<file path="src/rtl/pipe_mem_arbiter_pkg.sv">
// Shared encodings for the IF/MEM memory arbiter and the control decode.
package mem_arb_pkg;
    typedef enum logic [1:0] {IDLE, ISSUE, WAIT, RESP} arb_state_t;
    typedef enum logic {OWN_IF, OWN_DM} arb_owner_t;

    localparam logic [2:0] DM_WORD   = 3'b000;
    localparam logic [2:0] DM_HALF   = 3'b001;
    localparam logic [2:0] DM_HALF_U = 3'b010;
    localparam logic [2:0] DM_BYTE   = 3'b011;
    localparam logic [2:0] DM_BYTE_U = 3'b100;
endpackage

</file>
<file path="src/rtl/pipe_mem_arbiter_lat_timer.sv">
// Loadable down-counter timing the memory read latency; done while the count is zero.
module mem_arb_lat_timer #(
    parameter  int MEM_LAT = 1,
    localparam int CW      = $clog2(MEM_LAT + 1)
) (
    input  logic          clk,
    input  logic          reset,
    input  logic          load,
    input  logic [CW-1:0] value,
    output logic          done
);
    logic [CW-1:0] count;

    always_ff @(posedge clk) begin
        if (reset)
            count <= '0;
        else if (load)
            count <= value;
        else if (count != '0)
            count <= count - CW'(1);
    end

    assign done = (count == '0);
endmodule

</file>
<file path="src/rtl/pipe_mem_arbiter.sv">
// Shares one single-port memory between the IF fetch port and the MEM data port,
// one access at a time, stalling the pipeline until each request is acknowledged.
module pipe_mem_arbiter
    import mem_arb_pkg::*;
#(
    parameter int ADDR_W     = 32,
    parameter int DATA_W     = 32,
    parameter int MEM_LAT    = 1,
    parameter int STARVE_MAX = 3
) (
    input  logic              clk,
    input  logic              reset,
    input  logic              if_req,
    input  logic [ADDR_W-1:0] if_addr,
    input  logic              if_kill,
    output logic              if_ack,
    output logic [DATA_W-1:0] if_rdata,
    input  logic              dm_req,
    input  logic              dm_we,
    input  logic [2:0]        dm_type,
    input  logic [ADDR_W-1:0] dm_addr,
    input  logic [DATA_W-1:0] dm_wdata,
    output logic              dm_ack,
    output logic [DATA_W-1:0] dm_rdata,
    output logic              pipe_stall,
    output logic              mem_en,
    output logic              mem_we,
    output logic [2:0]        mem_type,
    output logic [ADDR_W-1:0] mem_addr,
    output logic [DATA_W-1:0] mem_wdata,
    input  logic [DATA_W-1:0] mem_rdata
);
    localparam int CW = $clog2(MEM_LAT + 1);
    localparam int SW = $clog2(STARVE_MAX + 2);

    arb_state_t    state, state_nx;
    arb_owner_t    owner;
    logic          drop;
    logic          store;
    logic [SW-1:0] streak;
    logic          lat_done, lat_load;
    logic          if_vld, contended, pick_if, arb_go;

    // A killed fetch never competes for the memory.
    assign if_vld    = if_req & ~if_kill;
    assign contended = if_vld & dm_req;
    assign pick_if   = if_vld & (~dm_req | (streak == SW'(STARVE_MAX)));
    assign arb_go    = (state == IDLE) & (if_vld | dm_req);
    assign lat_load  = (state == ISSUE);

    assign if_ack     = (state == RESP) & (owner == OWN_IF) & ~drop & ~if_kill;
    assign dm_ack     = (state == RESP) & (owner == OWN_DM);
    assign pipe_stall = (if_req & ~if_ack) | (dm_req & ~dm_ack);

    mem_arb_lat_timer #(.MEM_LAT(MEM_LAT)) u_lat (
        .clk   (clk),
        .reset (reset),
        .load  (lat_load),
        .value (CW'(MEM_LAT - 1)),
        .done  (lat_done)
    );

    always_comb begin
        state_nx = state;
        case (state)
            IDLE:    if (arb_go) state_nx = ISSUE;
            ISSUE:   state_nx = WAIT;
            WAIT:    if (lat_done) state_nx = RESP;
            RESP:    state_nx = IDLE;
            default: state_nx = IDLE;
        endcase
    end

    always_ff @(posedge clk) begin
        if (reset) begin
            state     <= IDLE;
            owner     <= OWN_IF;
            drop      <= 1'b0;
            store     <= 1'b0;
            streak    <= '0;
            mem_en    <= 1'b0;
            mem_we    <= 1'b0;
            mem_type  <= '0;
            mem_addr  <= '0;
            mem_wdata <= '0;
            if_rdata  <= '0;
            dm_rdata  <= '0;
        end else begin
            state  <= state_nx;
            mem_en <= arb_go;
            mem_we <= arb_go & ~pick_if & dm_we;
            if (arb_go) begin
                owner     <= pick_if ? OWN_IF : OWN_DM;
                store     <= ~pick_if & dm_we;
                mem_addr  <= pick_if ? if_addr : dm_addr;
                mem_type  <= pick_if ? DM_WORD : dm_type;
                mem_wdata <= pick_if ? '0 : dm_wdata;
            end
            if (state == IDLE)
                drop <= 1'b0;
            else if (owner == OWN_IF && if_kill)
                drop <= 1'b1;
            // Streak only counts DM wins over a live fetch; any quiet IF cycle forgives it.
            if (state == IDLE) begin
                if (arb_go && pick_if)
                    streak <= '0;
                else if (contended)
                    streak <= (streak == SW'(STARVE_MAX)) ? streak : streak + SW'(1);
                else if (!if_req)
                    streak <= '0;
            end
            if (state == WAIT && lat_done) begin
                if (owner == OWN_IF && !drop && !if_kill)
                    if_rdata <= mem_rdata;
                if (owner == OWN_DM && !store)
                    dm_rdata <= mem_rdata;
            end
        end
    end
endmodule

</file>
<file path="config.mk">
export PLATFORM = sky130hd
export DESIGN_NAME = pipe_mem_arbiter
export DESIGN_NICKNAME = d
export VERILOG_FILES = /design/src/rtl/pipe_mem_arbiter_pkg.sv /design/src/rtl/pipe_mem_arbiter_lat_timer.sv /design/src/rtl/pipe_mem_arbiter.sv
export SDC_FILE = /design/constraint.sdc
export NUM_CORES = 1
export LEC_CHECK = 0
export CAP_MARGIN = 20
export CORE_UTILIZATION = 39
export DETAILED_ROUTE_END_ITERATION = 10
export PLACE_DENSITY = 0.85
export SETUP_SLACK_MARGIN = 0.4
export SLEW_MARGIN = 10
export SYNTH_ARGS = -nofsm -noshare
export SYNTH_HDL_FRONTEND = slang
export SYNTH_SLANG_ARGS = --single-unit
export TNS_END_PERCENT = 50
</file>
<file path="constraint.sdc">
create_clock -name clk -period 2.5 [get_ports clk]
set_input_delay 0.25 -clock clk [delete_from_list [all_inputs] [get_ports clk]]
set_output_delay 0.25 -clock clk [all_outputs]
set_load 0.01 [all_outputs]
</file>
* After elaboration in Yosys (flattened, before gate mapping)
Index checks and enable logic that the tools add are counted.
** Word-level totals
- Output and inout port bits :: 136
- Input port bits :: 137
- Bits in registers :: 142
- Logic and storage cells :: 74
** Cells by class
- Muxes and demuxes :: 11
- Reduce and logical (&&, ||, !) cells :: 16
- $add $sub $neg :: 2
- Bitwise operators :: 24
- Eq/ne operators :: 8
** Operators by type and width (number)
- $mux W32 :: 2
- $mux W3 :: 5
- $and A1 B1 Y1 :: 13
- $not A1 Y1 :: 8
- $pmux W2 S4 :: 1
- $logic_and A1 B1 Y1 :: 6
- $reduce_and A2 Y1 :: 3
- $eq A2 B2 Y1 const B :: 2
- $mux W2 :: 2
- $ne A2 B2 Y1 const B :: 2
- $add A3 B1 Y3 const B :: 1
- $eq A3 B2 Y1 const B :: 1
- $logic_not A1 Y1 :: 3
- $ne A3 B1 Y1 const B :: 1
- $ne A3 B2 Y1 const B :: 1
- $or A1 B1 Y1 :: 3
- $reduce_and A3 Y1 :: 1
- $reduce_or A3 Y1 :: 1
- $eq A2 B1 Y1 const B :: 1
- $logic_not A2 Y1 :: 1
- $reduce_or A2 Y1 :: 1
- $mux W1 :: 1
- $sub A1 B1 Y1 const B :: 1

* Logic depth before layout (Yosys ltp)
- Depth in word-level cells :: 7
- Mapped depth :: 9
- Mapped depth without buffers :: 6

* Hierarchy
Synthesis repeated with hierarchy kept, for this count alone.
** Unflattened totals
- Cell total of the unflattened synthesis :: 576
- Area, all modules :: 5122.4 um2
** By module, submodules not included
- pipe_mem_arbiter :: sequential area each 2822.7 um2, instances 1, cells an instance 573, area each 5089.9 um2
- mem_arb_lat_timer :: sequential area each 20.0 um2, instances 1, cells an instance 3, area each 32.5 um2

* Worst setup path before layout
OpenSTA, ideal clock, no wires.
- Path type :: register -> register
- From :: reg streak[0]
- To :: reg mem_addr[0]
- Stages on the path, launching flop included :: 9
- Slack :: 774 ps
- Setup time :: 128 ps
- Clock period less this slack :: 1726 ps
- Required time :: 2372 ps
- Path buffers :: 2
- Arrival time :: 1598 ps
- Path through :: dfxtp_1 ha_1 ha_1 nand2b_1 and3_1 buf_2 buf_6 a222oi_1 nor2_1
** Between the ends
- Cells in the longest elaborated chain, start to end :: 4
** Ends and longest elaborated chain
- start: declaration :: line pipe_mem_arbiter.sv:40 : logic [SW-1:0] streak;
- start signal: assignment :: line pipe_mem_arbiter.sv:108 : streak <= (streak == SW'(STARVE_MAX)) ? streak : streak + SW'(1);
- $eq A3 B2 Y1 :: line pipe_mem_arbiter.sv:47 : assign pick_if = if_vld & (~dm_req | (streak == SW'(STARVE_MAX)));
- $or A1 B1 Y1 :: line pipe_mem_arbiter.sv:47
- $and A1 B1 Y1 :: line pipe_mem_arbiter.sv:47
- $mux W32 :: line pipe_mem_arbiter.sv:95 : mem_addr <= pick_if ? if_addr : dm_addr;
- end signal: assignment :: line pipe_mem_arbiter.sv:95
- end: declaration :: line pipe_mem_arbiter.sv:29 : output logic [ADDR_W-1:0] mem_addr,
Every way passes these cells.
A chain may end at the register's enable or synchronous reset.

* Worst setup path after layout
- From :: in if_kill
- To :: out if_ack
** Between the ends
- Cells in the longest elaborated chain, start to end :: 2
** Ends and longest elaborated chain
- start: declaration :: line pipe_mem_arbiter.sv:15 : input logic if_kill,
- $not A1 Y1 :: line pipe_mem_arbiter.sv:51 : assign if_ack = (state == RESP) & (owner == OWN_IF) & ~drop & ~if_kill;
- $and A1 B1 Y1 :: line pipe_mem_arbiter.sv:51
- end: declaration :: line pipe_mem_arbiter.sv:16 : output logic if_ack,
Every way passes these cells.

==> results.ini <==
[setup_path]
cpMaxStageDelayCell=clkdlybuf4s50_1
crit_path_start_kind=input port
crit_fanout=5
required_ns=2.25
worstRegToRegCells=7
reg2reg_slack_ns=0.57
r2r_start=state[0]$_SDFFE_PP0P_
worstSetupPathType=input port to output pin
path_common_cell=clkdlybuf4s50_1
arrival_ns=1.72
crit_family=buffers and inverters
worst_setup_path_end_kind=output pin
crit_path_max_incr_delay_ns=0.54
cp.buffers_inverters=2
path_cells=clkdlybuf4s50_1, nor3_2, and2_1, clkdlybuf4s50_1
r2r_end=dm_rdata[30]$_SDFFE_PP0P_

[cts]
cts.clk_slew.worst_paths_ns=0.06
htreeDepth=4
cts_buffer_depth=2
numCtsBuffers=17
post_cts_buffers=0
cts_tree=built
clockRootBuffer=clkbuf_16
ctsHoldBuffers=0
cts_num_sinks=142
clk_latency_ns=0.41

[outcome]
status=finished clean

[pwr]
p_switching_w=0.00200
irDropWorstVdd_mv=0.483
power_w=0.00709
p_per_area_nw_per_um2=832
switching_share=0.283
power_frac_seq=0.378
cellLeakagePower_nw=3.06
power_frac_clock=0.354
p_int_w=0.00509
combPwrFrac=0.268

[die]
core-area_um2=12600
boundaryPins=273
placementRows=41
die_area_um2=13400
die_height_um=116
fp.dieW_um=116
initial_core_util=0.401

[timing]
whs_ns=0.329
grt_setup_unrepaired=false
period_share=0.787
setup_viol=0
tightest_slew_ns=0.594
max-slew-margin-rel=0.604
drv_slew=0
worst_slack_ns=0.533
fmax_mhz=508
clock_skew_ns=0.00838
hold_violations=0
period_needed_ns=1.97
final.setup.tns_ns=0

[synth]
synth_edf_count=0
syn_area_um2=5060
ys_types=30
yosysSeqAreaShare=0.562
yosys.area.top_type=dfxtp_1
synthCells=571
synth.net_count=713
synthFlopType=dfxtp_1
yosysWarningCount=0
ys_ff_latch=142
synth_area_leaders=dfxtp_1 56%, nand2_1 9.9%, a21oi_1 6.7%
ys_async_sr_fraction=0
avgSynthCellArea_um2=8.86
yosys.area.top_type_share=0.562

[drt]
first_iter_violations=452
vias_per_cell=5.07
dr_total_vias=5118
wl_per_cell_um=15.6
drc_errors=0
drtPass1Iterations=8
finalWirelength_mm=15.8
ant_nets=0

[cells_and_area]
final_layout_size_suffix_gt1_frac=0.0549
fin_util=0.675
final_common_cell=clkdlybuf4s50_1
areaGrowthSynthToFinish_pct=68.4
n_antenna_cell=0
fillers=1006
final_cell_mix=270 x clkdlybuf4s50_1, 142 x dfxtp_1, 134 x nand2_1, 75 x nor2_1, 68 x a21oi_1
nets=967

[global_route]
grt_max_degree=68
grt_pass1_vias=4949
antenna_found_initial=0
grt_pass1_wl_mm=24.3
grt_overflow=0
grtUsageTotal=0.234

[place]
dp_slack_ns=0.458
place.gp.congestion=0.804
dp_hpwl_mm=10.9
io_buffers=272

[hold_path]
min_to=mem_addr[21]$_SDFFE_PP0N_
worstHoldStart=reset
hold_path.class=input port to flop
hold_depth=2

[job]
drv_cap=0

==> repair_timing <==
action,in CTS,in global routing
cloned,0,0
setup endpoints to repair,1,1
gates resized for setup,1,1
==> cells by family after synthesis <==
| kind of cell | count (synthesis) | synth area share |
|---|---|---|
| multiplexers | 1 | 0.00198 |
| AND/OR/NAND/NOR | 226 | 0.178 |
| buffers and inverters | 54 | 0.0519 |
| flip-flops | 142 | 0.562 |
| other | 1 | 0.000741 |
| adder cells (fa/ha/maj) | 5 | 0.0124 |
| AO/OA/AOI/OAI | 142 | 0.193 |
==> power groups by stage <==
stage          logic (W)  clock network (W)  registers [W]
6_report         0.00190            0.00251        0.00268
2_1_floorplan   0.000881                  0        0.00281
5_1_grt          0.00206            0.00268        0.00271
3_3_place_gp     0.00187                  0        0.00271
4_1_cts          0.00190            0.00256        0.00268
3_5_place_dp     0.00190                  0        0.00271
==> synth_stat cells, types with 2 or more instances <==
| cell type | n |
|---|---|
| buf_6 | 3 |
| nand2b_1 | 2 |
| a22oi_1 | 36 |
| clkbuf_1 | 27 |
| nor3_1 | 4 |
| dfxtp_1 | 142 |
| ha_1 | 5 |
| nand2_1 | 134 |
| nor2_1 | 75 |
| inv_1 | 6 |
| and2_1 | 3 |
| and3_1 | 2 |
| buf_2 | 12 |
| a21oi_1 | 68 |
| a222oi_1 | 32 |
| buf_4 | 6 |
==> layout make-up <==
class	count	area, um2	area share
repair buffers	283	2860	0.336
flip-flops and latches	142	2840	0.334
multi-input cells	375	1980	0.232
clock buffers	24	492	0.0577
well taps	172	215	0.0253
clock inverters	8	104	0.0122
inverters	6	22.5	0.00264
==> worst max path at each step <==
| stage | start | endpoint | cells past startpoint |
|---|---|---|---|
| 3_3_place_gp | if_kill | pipe_stall | 5 |
| 6_report | if_kill | if_ack | 4 |
| 4_1_cts | if_kill | if_ack | 4 |
| 2_1_floorplan | streak[0]$_SDFFE_PP0P_ | mem_addr[0]$_SDFFE_PP0N_ | 8 |
| 3_5_place_dp | if_kill | pipe_stall | 5 |
| 5_1_grt | state[1]$_SDFFE_PP0P_ | dm_rdata[14]$_SDFFE_PP0P_ | 6 |
==> metal layers <==
metal  GRT usage  routed length, um  up-vias
met4      0.0906                292        0
met5           0                  0        -
met3      0.0879               1440       21
met1       0.251               6040     2377
li1            -                  -     2491
met2       0.416               8000      229
==> state kept, by name, summed over array words and instances, names as in the netlist <==
name,cells
owner,1
mem_type,3
state,2
mem_we,1
mem_en,1
mem_addr,32
streak,3
u_lat.count,1
drop,1
mem_wdata,32
store,1
dm_rdata,32
if_rdata,32
==> per-stage QoR <==
stage | instances | area [um2]
6_report | 1010 | 8520
5_1_grt | 1010 | 8520
4_1_cts | 1010 | 8510
3_5_place_dp | 978 | 7920
3_3_place_gp | 978 | 7920
2_1_floorplan | 571 | 5060
Power figures use the tool's default switching activity.
